[src/rtl/frac_div_pkg.sv]
// rtl/frac_div_pkg.sv - shared state codes and helpers for the frac_div stage
// Purpose : state encodings visible on state_o (shared with the square and
//           root stages), the internal FSM enum and a counter-width helper.
// Ports   : none (package).
package frac_div_pkg;

   // Width of the state_o bus used by every stage of the chain.
   localparam int STATE_W = 3;

   localparam logic [STATE_W-1:0] ST_IDLE = 3'd0;
   localparam logic [STATE_W-1:0] ST_WORK = 3'd1;
   localparam logic [STATE_W-1:0] ST_DONE = 3'd2;
   localparam logic [STATE_W-1:0] ST_DIV0 = 3'd3;

   // FSM_ROUND is internal only; it is reported as ST_WORK on state_o.
   typedef enum logic [STATE_W-1:0] {
      FSM_IDLE  = ST_IDLE,
      FSM_WORK  = ST_WORK,
      FSM_DONE  = ST_DONE,
      FSM_DIV0  = ST_DIV0,
      FSM_ROUND = 3'd4
   } fsm_e;

   // Bits needed to count down from n-1 to 0.
   function automatic int cnt_width(input int n);
      return (n > 1) ? $clog2(n) : 1;
   endfunction

endpackage

[src/rtl/frac_div_if.sv]
// rtl/frac_div_if.sv - start/state handshake and operand bus of the frac_div stage
// Purpose : groups the handshake and data signals of the divider.
// Signals : start_i (level start), num_bi/den_bi (operands),
//           state_o (IDLE/WORK/DONE/DIV0), q_bo (Q.FRAC quotient), r_bo (remainder).
// Modports: master drives start/operands, slave (the divider) drives results.
interface frac_div_if #(
   parameter int WIDTH = 32,
   parameter int FRAC  = 8
) ();
   import frac_div_pkg::*;

   logic                  start_i;
   logic [WIDTH-1:0]      num_bi;
   logic [WIDTH-1:0]      den_bi;
   logic [STATE_W-1:0]    state_o;
   logic [WIDTH+FRAC-1:0] q_bo;
   logic [WIDTH-1:0]      r_bo;

   modport master (
      output start_i, num_bi, den_bi,
      input  state_o, q_bo, r_bo
   );

   modport slave (
      input  start_i, num_bi, den_bi,
      output state_o, q_bo, r_bo
   );

endinterface

[src/rtl/frac_div_step.sv]
// rtl/frac_div_step.sv - one combinational restoring-division step
// Purpose : shifts one dividend bit into the partial remainder and subtracts
//           the denominator when it fits.
// Ports   : rem_i (partial remainder, always < den_i), bit_i (next dividend
//           bit), den_i (denominator), rem_o (new remainder), q_o (quotient bit).
module frac_div_step #(
   parameter int WIDTH = 32
) (
   input  logic [WIDTH-1:0] rem_i,
   input  logic             bit_i,
   input  logic [WIDTH-1:0] den_i,
   output logic [WIDTH-1:0] rem_o,
   output logic             q_o
);

   // One extra bit holds the carry out of the shift.
   logic [WIDTH:0] trial;

   assign trial = {rem_i, bit_i};
   assign q_o   = (trial >= {1'b0, den_i});

   // When the subtraction happens the result is < den_i, so the low WIDTH
   // bits of the modular difference are exact.
   assign rem_o = q_o ? (trial[WIDTH-1:0] - den_i) : trial[WIDTH-1:0];

endmodule

[src/rtl/frac_div.sv]
// rtl/frac_div.sv - iterative restoring divider producing (num << FRAC) / den
// Purpose : Q(WIDTH).(FRAC) ratio, one quotient bit per clock, start/state
//           handshake shared with the square and root stages.
// Ports   : clk_i (rising edge), rst_i (async, active-low),
//           bus (frac_div_if.slave: start_i, num_bi, den_bi -> state_o, q_bo, r_bo).
// Config  : FRAC_DIV_ROUND_EN adds a round-half-up cycle before DONE
//           (latency WIDTH+FRAC+1); undefined gives truncation, latency WIDTH+FRAC.
module frac_div
   import frac_div_pkg::*;
#(
   parameter int WIDTH = 32,
   parameter int FRAC  = 8
) (
   input  logic clk_i,
   input  logic rst_i,
   frac_div_if.slave bus
);

   localparam int N     = WIDTH + FRAC;
   localparam int CNT_W = cnt_width(N);
   localparam logic [CNT_W-1:0] CNT_LAST = CNT_W'(N - 1);

   fsm_e             state_q, state_d;
   logic [CNT_W-1:0] cnt_q, cnt_d;
   logic [N-1:0]     dvd_q, dvd_d;   // dividend, consumed MSB first
   logic [WIDTH-1:0] den_q, den_d;
   logic [WIDTH-1:0] rem_q, rem_d;
   logic [N-1:0]     q_q, q_d;

   logic [WIDTH-1:0] step_rem;
   logic             step_bit;

   frac_div_step #(
      .WIDTH (WIDTH)
   ) u_step (
      .rem_i (rem_q),
      .bit_i (dvd_q[N-1]),
      .den_i (den_q),
      .rem_o (step_rem),
      .q_o   (step_bit)
   );

`ifdef FRAC_DIV_ROUND_EN
   // Round half up on the final remainder; an all-ones quotient saturates.
   logic round_up;
   assign round_up = ({rem_q, 1'b0} >= {1'b0, den_q}) && !(&q_q);
`endif

   always_comb begin
      state_d = state_q;
      cnt_d   = cnt_q;
      dvd_d   = dvd_q;
      den_d   = den_q;
      rem_d   = rem_q;
      q_d     = q_q;

      case (state_q)
         FSM_IDLE: begin
            if (bus.start_i) begin
               dvd_d = {bus.num_bi, {FRAC{1'b0}}};
               den_d = bus.den_bi;
               rem_d = '0;
               if (bus.den_bi == '0) begin
                  state_d = FSM_DIV0;
                  q_d     = '1;
                  cnt_d   = '0;
               end else begin
                  state_d = FSM_WORK;
                  q_d     = '0;
                  cnt_d   = CNT_LAST;
               end
            end
         end

         FSM_WORK: begin
            rem_d = step_rem;
            q_d   = {q_q[N-2:0], step_bit};
            dvd_d = {dvd_q[N-2:0], 1'b0};
            if (cnt_q == '0) begin
`ifdef FRAC_DIV_ROUND_EN
               state_d = FSM_ROUND;
`else
               state_d = FSM_DONE;
`endif
            end else begin
               cnt_d = cnt_q - CNT_W'(1);
            end
         end

`ifdef FRAC_DIV_ROUND_EN
         FSM_ROUND: begin
            if (round_up) begin
               q_d = q_q + N'(1);
            end
            state_d = FSM_DONE;
         end
`endif

         // Results are held; a fresh launch needs start_i low for one edge.
         FSM_DONE, FSM_DIV0: begin
            if (!bus.start_i) begin
               state_d = FSM_IDLE;
            end
         end

         default: begin
            state_d = FSM_IDLE;
         end
      endcase
   end

   always_ff @(posedge clk_i or negedge rst_i) begin
      if (!rst_i) begin
         state_q <= FSM_IDLE;
         cnt_q   <= '0;
         dvd_q   <= '0;
         den_q   <= '0;
         rem_q   <= '0;
         q_q     <= '0;
      end else begin
         state_q <= state_d;
         cnt_q   <= cnt_d;
         dvd_q   <= dvd_d;
         den_q   <= den_d;
         rem_q   <= rem_d;
         q_q     <= q_d;
      end
   end

   assign bus.state_o = (state_q == FSM_ROUND) ? ST_WORK : state_q;
   assign bus.q_bo    = q_q;
   assign bus.r_bo    = rem_q;

endmodule

[src/flat_wrapper.sv]
// flat-port wrapper written by rule: the top's interface ports become plain ports
module frac_div_flat import frac_div_pkg::*;
#(
   parameter int WIDTH = 32,
   parameter int FRAC  = 8
)
  (clk_i, rst_i, bus_start_i, bus_num_bi, bus_den_bi, bus_state_o, bus_q_bo, bus_r_bo);
  frac_div_if #(.WIDTH(WIDTH), .FRAC(FRAC)) bus_i ();
  input  logic clk_i;
  input  logic rst_i;
  input wire logic [$bits(bus_i.start_i)-1:0] bus_start_i;
  input wire logic [$bits(bus_i.num_bi)-1:0] bus_num_bi;
  input wire logic [$bits(bus_i.den_bi)-1:0] bus_den_bi;
  output wire logic [$bits(bus_i.state_o)-1:0] bus_state_o;
  output wire logic [$bits(bus_i.q_bo)-1:0] bus_q_bo;
  output wire logic [$bits(bus_i.r_bo)-1:0] bus_r_bo;
  assign bus_i.start_i = bus_start_i;
  assign bus_i.num_bi = bus_num_bi;
  assign bus_i.den_bi = bus_den_bi;
  assign bus_state_o = bus_i.state_o;
  assign bus_q_bo = bus_i.q_bo;
  assign bus_r_bo = bus_i.r_bo;
  frac_div #(.WIDTH(WIDTH), .FRAC(FRAC)) u_core (.clk_i(clk_i), .rst_i(rst_i), .bus(bus_i));
endmodule
[config.mk]
export PLATFORM = sky130hd
export DESIGN_NAME = frac_div_flat
export DESIGN_NICKNAME = d
export VERILOG_FILES = /design/src/rtl/frac_div_pkg.sv /design/src/rtl/frac_div_if.sv /design/src/rtl/frac_div_step.sv /design/src/rtl/frac_div.sv /design/src/flat_wrapper.sv
export SDC_FILE = /design/constraint.sdc
export NUM_CORES = 1
export LEC_CHECK = 0
export ABC_AREA = 1
export BUFFER_PORTS_ARGS = -buffer_cell sky130_fd_sc_hd__buf_2
export CAP_MARGIN = 20
export CORE_ASPECT_RATIO = 0.8
export CORE_MARGIN = 2
export CORE_UTILIZATION = 35
export CTS_BUF_LIST = sky130_fd_sc_hd__clkbuf_4 sky130_fd_sc_hd__clkbuf_8
export CTS_CLUSTER_DIAMETER = 150
export CTS_CLUSTER_SIZE = 12
export DETAILED_ROUTE_END_ITERATION = 12
export SLEW_MARGIN = 30
export SYNTH_ARGS = -nofsm -noshare
export SYNTH_HDL_FRONTEND = slang
export SYNTH_SLANG_ARGS = --single-unit
[constraint.sdc]
create_clock -name clk_i -period 2.5 [get_ports clk_i]
set_clock_uncertainty 0.2 [all_clocks]
set_input_delay 0.5 -clock clk_i [delete_from_list [all_inputs] [get_ports clk_i]]
set_output_delay 0.5 -clock clk_i [all_outputs]
set_load 0.02 [all_outputs]
==> results.sh <==
export IMPL_p_total_w=0.0174
export IMPL_period_minus_slack_ns=2.42
export IMPL_gp_congestion=0.956
export IMPL_p_leak_nw=6.20
export IMPL_dieArea_um2=26700
export IMPL_drive_gt1_share_pct=20.4
export IMPL_clock_latency_ns=0.47
export IMPL_first_iter_violations=664
export IMPL_num_antenna_cells=0
export IMPL_required_ns=2.66
export IMPL_initial_utilization_pct=35.4
export IMPL_ys_top_cells_by_area="dfrtp_1 41%, nand2_1 19%, inv_1 7.8%"
export IMPL_fin_crit_sh_pct=96.6
export IMPL_synth_cells=1243
export IMPL_first_pass_iters=6
export IMPL_finalWorstSetupSlack_ns=0.0844
export IMPL_crit_fanout=3
export IMPL_grt_first_pass_wirelength_mm=44.9
export IMPL_layout_cells_non_filler=1739
export IMPL_placedCellCount=1707
export IMPL_synth_seq_cells=144
export IMPL_tightest_slew_ns=0.594
export IMPL_synth_edf_count=0
export IMPL_syn_area_per_cell_um2=7.15
export IMPL_synthFlopType="dfrtp_1"
export IMPL_via_per_inst=4.85
export IMPL_critPathLaunchType="flop"
export IMPL_maxCapViolations=0
export IMPL_status="finished, final reports clean"
export IMPL_crit_arrival_ns=2.58
export IMPL_finalHoldViolCount=0
export IMPL_yosys_warnings=0
export IMPL_numCtsBuffers=17
export IMPL_setup_tns_ns=0
export IMPL_critPathBufInv=1
export IMPL_cpPeakStageDelay_ns=0.45
export IMPL_async_flop_share_pct=100
export IMPL_multi_input_area_um2=4550
export IMPL_crit_family="simple AND/OR/NAND/NOR gates"
export IMPL_port_buffers=140
export IMPL_rsz0062_at_grt="true"
export IMPL_dp_worst_setup_slack_ns=0.00945
export IMPL_grt_pass1_vias=7917
export IMPL_yosys_top_cells_count="455 x nand2_1, 184 x inv_1, 144 x dfrtp_1, 90 x nand3_1, 63 x a22oi_1"
export IMPL_hold_class="primary input to flop"
export IMPL_clockBufferDepth=2
export IMPL_setup_viol=0
export IMPL_cts_root_buffer="clkbuf_8"
export IMPL_num_vias=8432
export IMPL_grt_usage_pct=21.6
export IMPL_overflow=0
export IMPL_setup_worst_path_end_class="flop"
export IMPL_die_w_um=182
export IMPL_syn_to_final_growth_pct=22.7
export IMPL_grt_max_degree=84
export IMPL_h_tree_depth=4
export IMPL_slowest_stage="dfrtp_1"
export IMPL_ant_nets=0
export IMPL_crit_type="flop to flop"
export IMPL_hold_ws_ns=0.0460
export IMPL_fp_coreArea_um2=25100
export IMPL_io_pin_count=142
export IMPL_hpwlAfterDp_mm=21.4
export IMPL_ir_drop_mv=0.581
export IMPL_ys_types=41
export IMPL_power_density_nw_per_um2=1600
export IMPL_yosysTopAreaCellShare_pct=40.5
export IMPL_wl_per_cell_um=16.1
export IMPL_final_nets=1506
export IMPL_clkTransAtPathRegs_ns=0.09
export IMPL_syn_area_um2=8890
export IMPL_crit_chain="inv_1 > fa_2 > nor2_1 > or2_2 > nand2_1 > nand3_1 > nand3_1 > nand3_1 > nand3_1 > nand2_1 > nand2_1"
export IMPL_regArea_um2=3600
export IMPL_rows=52
export IMPL_drc=0
export IMPL_cts_sinks=144
export IMPL_antenna_found_initial=0
export IMPL_cts_tree="yes"
export IMPL_n_fill_cell=2626
export IMPL_finalMaxSlewViolations=0
export IMPL_synth_most_common_cell="nand2_1"
export IMPL_yosysTopAreaCell="dfrtp_1"
export IMPL_seq_area_frac_synth_pct=40.5
export IMPL_max_freq_mhz=414
export IMPL_chipHeight_um=147
export IMPL_path_common_cell="nand3_1"
export IMPL_relSlewSlack_pct=60.0
export IMPL_wl_mm=28.1
export IMPL_syn_nets=1345
## per-layer routing
layer	vias to the layer above	part of all wire (%)	global-route usage [%]
met1	3952	52	32.9
met5	-	0	0
met3	17	5.2	4.37
li1	4253	-	-
met4	0	1.1	4.31
met2	210	42	31.5
## layout make-up
| type | count | share of cell area (%) |
|---|---|---|
| Multi-Input combinational cell | 857 | 41.7 |
| Clock buffer | 17 | 2.14 |
| Inverter | 199 | 6.86 |
| Timing Repair Buffer | 185 | 10.8 |
| Clock inverter | 13 | 1.72 |
| Tap cell | 324 | 3.72 |
| Sequential cell | 144 | 33.0 |
## cells in the final DEF, fill, tap and decap left out, drive strengths merged, types with 3 or more instances in the layout
| cell type | synthesis | final |
|---|---|---|
| a21oi | 19 | 19 |
| a22oi | 63 | 63 |
| and2 | 5 | 5 |
| buf | 20 | 184 |
| bufinv | 0 | 4 |
| clkbuf | 23 | 17 |
| clkinv | 0 | 5 |
| dfrtp | 144 | 144 |
| ha | 34 | 34 |
| inv | 199 | 201 |
| nand2 | 468 | 468 |
| nand3 | 91 | 91 |
| nand3b | 13 | 13 |
| nand4 | 14 | 14 |
| nor2 | 55 | 55 |
| nor3 | 6 | 6 |
| nor4 | 4 | 4 |
| o211ai | 5 | 5 |
| o21ai | 52 | 52 |
| xnor2 | 13 | 13 |
| xor2 | 3 | 3 |
## final timing paths
check	startpoint	endpoint	slack (ns)	cells past startpoint
min in group asynchronous	rst_i	u_core.den_q[31]	0.36	2
setup / recovery	u_core.bus.r_bo[0]	u_core.bus.r_bo[28]	0.08	11
setup reg to reg	u_core.bus.r_bo[0]	u_core.bus.r_bo[28]	0.08	11
hold / removal	bus_num_bi[1]	u_core.dvd_q[9]	0.05	3
max in group asynchronous	rst_i	u_core.den_q[8]	1.12	3
hold reg to reg	u_core.cnt_q[4]	u_core.cnt_q[4]	0.27	1
## power by group
part / total, W / internal [W] / switching, W
clock: 0.00207 / 0.00108 / 0.000987
combinational: 0.0116 / 0.00424 / 0.00735
sequential: 0.00376 / 0.00320 / 0.000564
total: 0.0174 / 0.00852 / 0.00890
## cells by family (layout without fill, tap and decap cells)
family                     Yosys count  count (layout)  share of synthesized area, %
AOI/OAI and AO/OA                  147             147                          10.5
and+or+nand+nor                    658             658                          31.6
DFF                                144             144                          40.5
adders and majority gates           35              35                          5.01
xor gates and xnor gates            16              16                          1.58
other                                1               1                        0.0422
buffers and inverters              242             414                          10.7
## stage by stage
step           instance area, um2  utilization (%)
5_1_grt                     10900             43.4
3_5_place_dp                10200             40.8
3_3_place_gp                10200             40.8
4_1_cts                     10700             42.5
2_1_floorplan                8890                -
6_report                    10900             43.4
## flip-flops by register name, indices dropped and copies added (netlist names)
signal,cells
u_core.bus.q_bo,40
u_core.bus.r_bo,32
u_core.cnt_q,6
u_core.den_q,32
u_core.dvd_q,32
u_core.state_q,2
## timing repair
item	4_1_cts	5_1_grt
hold buffers	1	0
cloned	0	0
gates resized for setup	1	38
buffers inserted	0	1
setup endpoints to repair	3	33
endpoints found under the hold margin	47	0
## worst reg2reg max path, delay by kind of cell, from the launching register on
family / cells / cell delay (ns)
adders and majority gates: 1 / 0.45
buffers and inverters: 1 / 0.13
DFF: 1 / 0.45
and+or+nand+nor: 9 / 1.07
No activity file was read; power rests on OpenSTA's default activity.
